<file path="config.mk">
export PLATFORM = sky130hd
export DESIGN_NAME = fetch_queue_flat
export DESIGN_NICKNAME = d
export VERILOG_FILES = /design/src/rtl/fetch_queue_if.sv /design/src/rtl/fetch_queue.sv /design/src/flat_wrapper.sv
export SDC_FILE = /design/constraint.sdc
export NUM_CORES = 1
export LEC_CHECK = 0
export BUFFER_PORTS_ARGS = -buffer_cell sky130_fd_sc_hd__buf_4
export CAP_MARGIN = 20
export CORE_UTILIZATION = 45
export CTS_CLUSTER_SIZE = 28
export DETAILED_ROUTE_END_ITERATION = 8
export HOLD_SLACK_MARGIN = 0.08
export PLACE_DENSITY_LB_ADDON = 0.05
export REMOVE_ABC_BUFFERS = 1
export SLEW_MARGIN = 10
export SYNTH_ARGS = -nofsm -noshare
export SYNTH_HDL_FRONTEND = slang
export SYNTH_SLANG_ARGS = --single-unit
</file>
<file path="constraint.sdc">
create_clock -name clk -period 5.1 [get_ports clk]
set_input_delay 0.765 -clock clk [delete_from_list [all_inputs] [get_ports clk]]
set_output_delay 0.765 -clock clk [all_outputs]
set_load 0.01 [all_outputs]
</file>
<file path="src/rtl/fetch_queue_if.sv">
// Fetch-queue signal bundle: instruction-memory request/response, redirect, and the
// downstream {pc, instruction} handshake. "master" is the fetch queue, "slave" its environment.
interface fetch_queue_if;
  logic        imem_req_valid;
  logic [31:0] imem_req_addr;
  logic        imem_req_ready;
  logic        imem_resp_valid;
  logic [31:0] imem_resp_data;
  logic        redirect_valid;
  logic [31:0] redirect_pc;
  logic        inst_valid;
  logic [31:0] inst_data;
  logic [31:0] inst_pc;
  logic        inst_ready;

  modport master (
    output imem_req_valid, imem_req_addr, inst_valid, inst_data, inst_pc,
    input  imem_req_ready, imem_resp_valid, imem_resp_data, redirect_valid, redirect_pc,
           inst_ready
  );

  modport slave (
    input  imem_req_valid, imem_req_addr, inst_valid, inst_data, inst_pc,
    output imem_req_ready, imem_resp_valid, imem_resp_data, redirect_valid, redirect_pc,
           inst_ready
  );
endinterface

</file>
<file path="src/rtl/fetch_queue.sv">
// Instruction-fetch front end: sequential word fetch with credit-limited in-flight requests,
// an in-order response FIFO, and flush-and-restart on redirect.
module fetch_queue #(
  parameter int unsigned DEPTH    = 4,
  parameter logic [31:0] RESET_PC = 32'h0000_0000
) (
  input logic           clk,
  input logic           rst,
  fetch_queue_if.master bus
);
  localparam int unsigned CW = $clog2(DEPTH + 1);
  localparam int unsigned PW = $clog2(DEPTH);
  localparam logic [CW:0] DepthW = (CW + 1)'(DEPTH);

  logic [31:0]   fetch_pc_q, fetch_pc_d;
  logic [31:0]   resp_pc_q, resp_pc_d;
  logic [CW-1:0] count_q, count_d;
  logic [CW-1:0] outstanding_q, outstanding_d;
  logic [CW-1:0] discard_q, discard_d;
  logic [PW-1:0] rd_ptr_q, rd_ptr_d;
  logic [PW-1:0] wr_ptr_q, wr_ptr_d;
  logic [31:0]   pc_mem   [DEPTH];
  logic [31:0]   data_mem [DEPTH];

  logic [CW:0]   in_use;
  logic          req_fire;
  logic          push;
  logic          pop;
  logic [31:0]   target;

  // Buffered plus outstanding never exceeds DEPTH, so a kept response always finds a slot.
  assign in_use   = {1'b0, count_q} + {1'b0, outstanding_q};
  assign target   = {bus.redirect_pc[31:2], 2'b00};

  assign bus.imem_req_valid = rst && !bus.redirect_valid && (in_use < DepthW);
  assign bus.imem_req_addr  = fetch_pc_q;
  assign bus.inst_valid     = (count_q != '0);
  assign bus.inst_data      = bus.inst_valid ? data_mem[rd_ptr_q] : '0;
  assign bus.inst_pc        = bus.inst_valid ? pc_mem[rd_ptr_q] : '0;

  assign req_fire = bus.imem_req_valid && bus.imem_req_ready;
  assign pop      = bus.inst_valid && bus.inst_ready;
  assign push     = bus.imem_resp_valid && (discard_q == '0) && !bus.redirect_valid;

  always_comb begin
    fetch_pc_d    = fetch_pc_q;
    resp_pc_d     = resp_pc_q;
    count_d       = count_q + CW'(push) - CW'(pop);
    outstanding_d = outstanding_q + CW'(req_fire) - CW'(bus.imem_resp_valid);
    discard_d     = discard_q;
    rd_ptr_d      = rd_ptr_q;
    wr_ptr_d      = wr_ptr_q;

    if (req_fire) fetch_pc_d = fetch_pc_q + 32'd4;
    if (pop)      rd_ptr_d   = rd_ptr_q + PW'(1);
    if (push) begin
      wr_ptr_d  = wr_ptr_q + PW'(1);
      resp_pc_d = resp_pc_q + 32'd4;
    end
    if (bus.imem_resp_valid && (discard_q != '0)) discard_d = discard_q - CW'(1);

    // A same-cycle response belongs to the old stream, so it is not counted as a discard.
    if (bus.redirect_valid) begin
      fetch_pc_d = target;
      resp_pc_d  = target;
      count_d    = '0;
      rd_ptr_d   = '0;
      wr_ptr_d   = '0;
      discard_d  = outstanding_q - CW'(bus.imem_resp_valid);
    end
  end

  always_ff @(posedge clk or negedge rst) begin
    if (!rst) begin
      fetch_pc_q    <= RESET_PC;
      resp_pc_q     <= RESET_PC;
      count_q       <= '0;
      outstanding_q <= '0;
      discard_q     <= '0;
      rd_ptr_q      <= '0;
      wr_ptr_q      <= '0;
    end else begin
      fetch_pc_q    <= fetch_pc_d;
      resp_pc_q     <= resp_pc_d;
      count_q       <= count_d;
      outstanding_q <= outstanding_d;
      discard_q     <= discard_d;
      rd_ptr_q      <= rd_ptr_d;
      wr_ptr_q      <= wr_ptr_d;
    end
  end

  always_ff @(posedge clk) begin
    if (push) begin
      pc_mem[wr_ptr_q]   <= resp_pc_q;
      data_mem[wr_ptr_q] <= bus.imem_resp_data;
    end
  end

`ifndef SYNTHESIS
  resp_needs_outstanding: assert property (@(posedge clk) disable iff (!rst)
    bus.imem_resp_valid |-> (outstanding_q != '0));
`endif

endmodule

</file>
<file path="src/flat_wrapper.sv">
// flat-port wrapper written by rule: the top's interface ports become plain ports
module fetch_queue_flat 
#(
  parameter int unsigned DEPTH    = 4,
  parameter logic [31:0] RESET_PC = 32'h0000_0000
)
  (clk, rst, bus_imem_req_valid, bus_imem_req_addr, bus_inst_valid, bus_inst_data, bus_inst_pc, bus_imem_req_ready, bus_imem_resp_valid, bus_imem_resp_data, bus_redirect_valid, bus_redirect_pc, bus_inst_ready);
  fetch_queue_if bus_i ();
  input logic clk;
  input logic rst;
  output wire logic [$bits(bus_i.imem_req_valid)-1:0] bus_imem_req_valid;
  output wire logic [$bits(bus_i.imem_req_addr)-1:0] bus_imem_req_addr;
  output wire logic [$bits(bus_i.inst_valid)-1:0] bus_inst_valid;
  output wire logic [$bits(bus_i.inst_data)-1:0] bus_inst_data;
  output wire logic [$bits(bus_i.inst_pc)-1:0] bus_inst_pc;
  input wire logic [$bits(bus_i.imem_req_ready)-1:0] bus_imem_req_ready;
  input wire logic [$bits(bus_i.imem_resp_valid)-1:0] bus_imem_resp_valid;
  input wire logic [$bits(bus_i.imem_resp_data)-1:0] bus_imem_resp_data;
  input wire logic [$bits(bus_i.redirect_valid)-1:0] bus_redirect_valid;
  input wire logic [$bits(bus_i.redirect_pc)-1:0] bus_redirect_pc;
  input wire logic [$bits(bus_i.inst_ready)-1:0] bus_inst_ready;
  assign bus_imem_req_valid = bus_i.imem_req_valid;
  assign bus_imem_req_addr = bus_i.imem_req_addr;
  assign bus_inst_valid = bus_i.inst_valid;
  assign bus_inst_data = bus_i.inst_data;
  assign bus_inst_pc = bus_i.inst_pc;
  assign bus_i.imem_req_ready = bus_imem_req_ready;
  assign bus_i.imem_resp_valid = bus_imem_resp_valid;
  assign bus_i.imem_resp_data = bus_imem_resp_data;
  assign bus_i.redirect_valid = bus_redirect_valid;
  assign bus_i.redirect_pc = bus_redirect_pc;
  assign bus_i.inst_ready = bus_inst_ready;
  fetch_queue #(.DEPTH(DEPTH), .RESET_PC(RESET_PC)) u_core (.clk(clk), .rst(rst), .bus(bus_i));
endmodule
</file>
# After elaboration in Yosys (flattened, before gate mapping)
# Memories as Yosys holds them, arrays and structs flattened.
# Index checks and enable logic that the tools add are counted.
# totals
input_bits	70
n_memories	2
output_inout_bits	98
ram_bits	256
register_bits	77
# mem_list
memory	depth	width	rd	rd_ports_with_merged_regs	wr	line	rtl
u_core.data_mem	4	32	1	0	1	fetch_queue.sv:23	logic [31:0] data_mem [DEPTH];
u_core.pc_mem	4	32	1	0	1	fetch_queue.sv:22	logic [31:0] pc_mem [DEPTH];
# op_classes
n_addsub	11
n_lt_le_gt_ge	1
reduce_logical	15
mux	15
# op_table
operator	count
$mux W32	6
$add A32 B3 Y32 const B	2
$mux W3	3
$sub A3 B1 Y3	3
$mux W2	4
$reduce_bool A2 Y1	4
$logic_and A1 B1 Y1	7
$add A3 B1 Y3	2
$reduce_bool A3 Y1	2
$add A2 B1 Y2 const B	2
$add A3 B3 Y4	1
$lt A4 B3 Y1 const B	1
$logic_not A3 Y1	1
$sub A3 B1 Y3 const B	1
$mux W1	2
$logic_not A1 Y1	1

# Longest topological paths before layout
# depth
depth_word	6
depth_mapped	11
ltp_nobuf	10

# Worst setup path after synthesis
# OpenSTA, ideal clock, no wires.
# synth_path
path_type	in2reg
start	input bus_redirect_valid
end	memory u_core.data_mem[0][0] (enable)
stages	4
setup_ns	0.427
t_arrival_ns	3.017
setup_slack_ns	1.656
required_time_ns	4.673
cell_sequence	inv_1 clkbuf_1 clkbuf_1 and3_1
# synth_via
elab_chain_len	4
# synth_lines
element	line	rtl
start: declaration	flat_wrapper.sv:19	input wire logic [$bits(bus_i.redirect_valid)-1:0] bus_redirect_valid;
$logic_not A1 Y1	fetch_queue.sv:43	assign push = bus.imem_resp_valid && (discard_q == '0) && !bus.redirect_valid;
$logic_and A1 B1 Y1	fetch_queue.sv:43	
$mux W1	fetch_queue.sv:94	if (push) begin
$mux W1 (implied by the code)	fetch_queue.sv:96	data_mem[wr_ptr_q] <= bus.imem_resp_data;
end: declaration	fetch_queue.sv:23	
# No other way between the ends.

# Worst setup path after layout
# layout_path
start	register u_core.rd_ptr_q[0]
end	output bus_inst_pc[10]
# layout_via
elab_chain_len	2
# layout_lines
element	line	rtl
start: declaration	fetch_queue.sv:20	logic [PW-1:0] rd_ptr_q, rd_ptr_d;
start signal: assignment	fetch_queue.sv:88	rd_ptr_q <= rd_ptr_d;
$mem_v2 Z4 W32	-	
$mux W32	fetch_queue.sv:39	assign bus.inst_pc = bus.inst_valid ? pc_mem[rd_ptr_q] : '0;
end: declaration	flat_wrapper.sv:15	output wire logic [$bits(bus_i.inst_pc)-1:0] bus_inst_pc;
# No other way between the ends.

==> Implementation_results.wiki <==
{| class="wikitable"
! Metric !! Value
|-
| Start point of the critical path || u_core.rd_ptr_q[0]$_DFFE_PN0P_
|-
| H-tree Lvls || 2
|-
| Count of cell types in the netlist || 47
|-
| Number of rows in the core area || 63
|-
| Worst VDD drop || 0.000226 V
|-
| TritonCTS Sinks || 321
|-
| Resize count post-CTS || 0
|-
| Overall global routing resource usage || 19.3%
|-
| Clock skew || 0.00958 ns
|-
| Number of design-rule violations left by the first detailed-router iteration || 405
|-
| Number of maximum-capacitance violations || 0
|-
| Number of antenna violations at the first check in global routing || 0
|-
| Clock insertion delay at the later pin of the skew report || 0.50 ns
|-
| Slew headroom || 30.6%
|-
| Maximum frequency from static timing analysis || 289 MHz
|-
| Core Footprint || 0.0298 mm^2
|-
| Largest net degree at the start of global routing || 65
|-
| Number of flip-flops and latches in the synthesized netlist || 321
|-
| TNS Setup || 0 ns
|-
| Root buffer cell || clkbuf_16
|-
| Post-route insts no fill || 1406
|-
| Outcome || finished clean
|-
| Endpoint kind of the worst setup timing path || output pin
|-
| P_leak || 5.94 nW
|-
| Max Buffers Root-to-Sink || 3
|-
| Number of cells on the worst reg-to-reg path || 11
|-
| Final count of pins violating max slew || 0
|-
| Portion of the post-synthesis area used by sequential elements || 67.8%
|-
| Maximum fanout count along the critical path || 38
|-
| Clk pin slew, worst setup/hold paths || 0.06 ns
|-
| Worst Path Arrival || 2.69 ns
|-
| Final cycle utilization of the critical path || 67.7%
|-
| WL final || 28800 um
|-
| CTS tree || yes
|-
| Top cell type by total area after synthesis || edfxtp_1
|-
| Synthesized netlist cell count || 822
|-
| Final weighted congestion in routability-driven placement || 0.752
|-
| Fraction of final layout cells sized beyond drive strength 1 || 32.5%
|-
| Remaining design rule violation count || 0
|-
| Wire per inst || 20.5 um
|-
| Y dimension of the die || 176 um
|-
| Vias/cell || 5.32
|-
| Fraction of post-synthesis cell area in the top cell type by area || 54.4%
|-
| Required time reported for the critical path endpoint || 4.34 ns
|-
| Routed via count || 7478
|-
| Growth of design area from synthesis to finish || 20.4%
|-
| Reg-to-Reg Start || u_core.count_q[1]$_DFF_PN0_
|-
| Final setup violation count || 0
|-
| Warning count from the yosys run || 0
|-
| Power density over the cells || 455 mW/mm^2
|-
| Placed wire-length estimate || 17600 um
|-
| Hold Fails Final Rpt || 0
|-
| Antenna Nets Post-Route || 0
|-
| Mapped Avg Cell Area || 16.6 um^2
|-
| Net count, final || 1078
|-
| Count of input and output buffers || 161
|-
| Worst hold slack || 0.125 ns
|-
| Hold crit path type || in -> async
|-
| Cell area after synthesis || 0.0137 mm^2
|-
| Total congestion overflow after global routing || 0
|-
| Power Total || 0.00750 W
|-
| Area occupied by multi-input gates || 0.00417 mm^2
|-
| I/O pin count || 168
|-
| Floorplan die area || 0.0311 mm^2
|-
| Chip Width || 176 um
|-
| Wire length of the first global-routing pass || 45100 um
|-
| Cell types with the largest area share after synthesis || edfxtp_1, dfrtp_1, mux4_2, and2_1, xnor2_1
|-
| Number of filler instances in the final layout || 2441
|-
| Actual slew at the worst max-slew pin || 1.04 ns
|-
| Register cell area after layout || 0.00928 mm^2
|-
| Type of the worst setup path || reg -> out
|-
| Number of hold-repair buffers added at the cts stage || 0
|-
| Placed cell count || 1343
|-
| DRT Pass-1 Iters || 5
|-
| Number of buffers inserted during clock tree synthesis || 35
|-
| Number of global-route vias before repair || 7731
|-
| Buffers inserted by post-CTS timing repair || 0
|-
| Effective utilization at floorplan || 45.9%
|-
| CP Launch Type || register
|-
| Setup repair after global routing missed its margin || no
|-
| Minimum period implied by the final worst setup slack || 3.45 ns
|}
-- logic make-up (layout without fill, tap and decap cells) --
| group | count (synthesis) | after routing | synth area share, % |
|---|---|---|---|
| flip-flops | 321 | 321 | 67.8 |
| AND/OR/NAND/NOR | 223 | 223 | 9.97 |
| multiplexers | 89 | 89 | 12.4 |
| buffers and inverters | 63 | 253 | 1.99 |
| XOR/XNOR | 61 | 61 | 3.90 |
| AO/OA/AOI/OAI | 46 | 46 | 2.17 |
| adder cells (fa/ha/maj) | 18 | 18 | 1.76 |
| other | 1 | 5 | 0.0274 |
-- sequential cells by signal (all words and copies together) (netlist names) --
signal,count
u_core.bus.imem_req_addr,30
u_core.data_mem,128
u_core.count_q,3
u_core.outstanding_q,3
u_core.discard_q,3
u_core.pc_mem,120
u_core.wr_ptr_q,2
u_core.rd_ptr_q,2
u_core.resp_pc_q,30
-- routing by layer --
layer	wire length [um]	vias up	track usage, %
li1	-	3466	-
met4	490	0	4.71
met1	12900	3787	27.1
met3	1360	37	3.14
met5	0	-	0
met2	14100	188	31.5
-- final timing paths --
check | slack [ns] | to
setup / recovery | 1.65 | bus_inst_pc[10]
hold / removal | 0.13 | u_core.resp_pc_q[12]$_DFFE_PN0N_
setup reg to reg | 2.20 | u_core.count_q[2]$_DFF_PN0_
hold reg to reg | 0.55 | u_core.pc_mem[2][31]$_DFFE_PP_
max in group asynchronous | 3.82 | u_core.rd_ptr_q[0]$_DFFE_PN0P_
min in group clk | 0.46 | u_core.data_mem[1][25]$_DFFE_PP_
-- per-stage QoR --
stage	utilization (%)	instance area (um^2)	setup WS (ns)
2_1_floorplan	-	13500	0.971
3_3_place_gp	51.4	15300	2.07
3_5_place_dp	51.4	15300	2.08
4_1_cts	55.3	16500	1.52
5_1_grt	55.3	16500	1.45
6_report	55.3	16500	1.65
-- critical path, cell delays in order, from the launching register on --
cell and delay, ns:
dfrtp_4 0.97, buf_12 0.34, mux4_2 0.55, and2_1 0.18
buf_4 0.14
-- Yosys cell counts (all sizes together) --
library cell,number
a211oi,1
a21boi,12
a21oi,17
a311oi,1
a31oi,4
and2,65
and3,14
and3b,2
and4,16
buf,16
clkbuf,25
conb,1
dfrtp,73
edfxtp,248
fa,2
ha,16
inv,22
mux2,26
mux2i,1
mux4,62
nand2,24
nand2b,9
nand3,26
nand3b,1
nand4,15
nor2,25
nor2b,2
nor3,9
nor3b,1
nor4,11
nor4bb,1
o211ai,1
o21ai,4
o311ai,1
o31a,5
or3,2
xnor2,34
xor2,27
-- area by class of cell --
cell class | instances | share of cell area [%]
clock buffers | 43 | 5.82
flip-flops and latches | 321 | 56.3
clock inverters | 19 | 1.15
repair buffers | 169 | 7.93
inverters | 22 | 0.501
well taps | 390 | 2.96
multi-input cells | 441 | 25.3
diodes | 1 | 0.0152
-- layout by cell type (no fill, tap or decap), types with 9 or more instances in the layout --
cell type / Yosys / layout
nor3_1: 9 / 9
nor2_1: 25 / 25
buf_4: 4 / 166
nand2_1: 24 / 24
xnor2_1: 34 / 34
nand3_1: 26 / 26
and2_1: 65 / 65
a21oi_1: 17 / 17
nand2b_1: 9 / 9
and4_1: 13 / 13
ha_1: 16 / 16
a21boi_0: 12 / 12
mux2_2: 26 / 26
dfrtp_1: 73 / 71
edfxtp_1: 248 / 248
clkinv_2: 0 / 10
nand4_1: 13 / 13
inv_1: 22 / 21
clkbuf_16: 0 / 37
xor2_1: 27 / 27
mux4_2: 62 / 62
-- where the power goes --
part	total [W]	internal, W	switching [W]
registers	0.00324	0.00300	0.000244
clock network	0.00251	0.00153	0.000977
logic	0.00174	0.000963	0.000779
(Power assumes the default switching activity.)
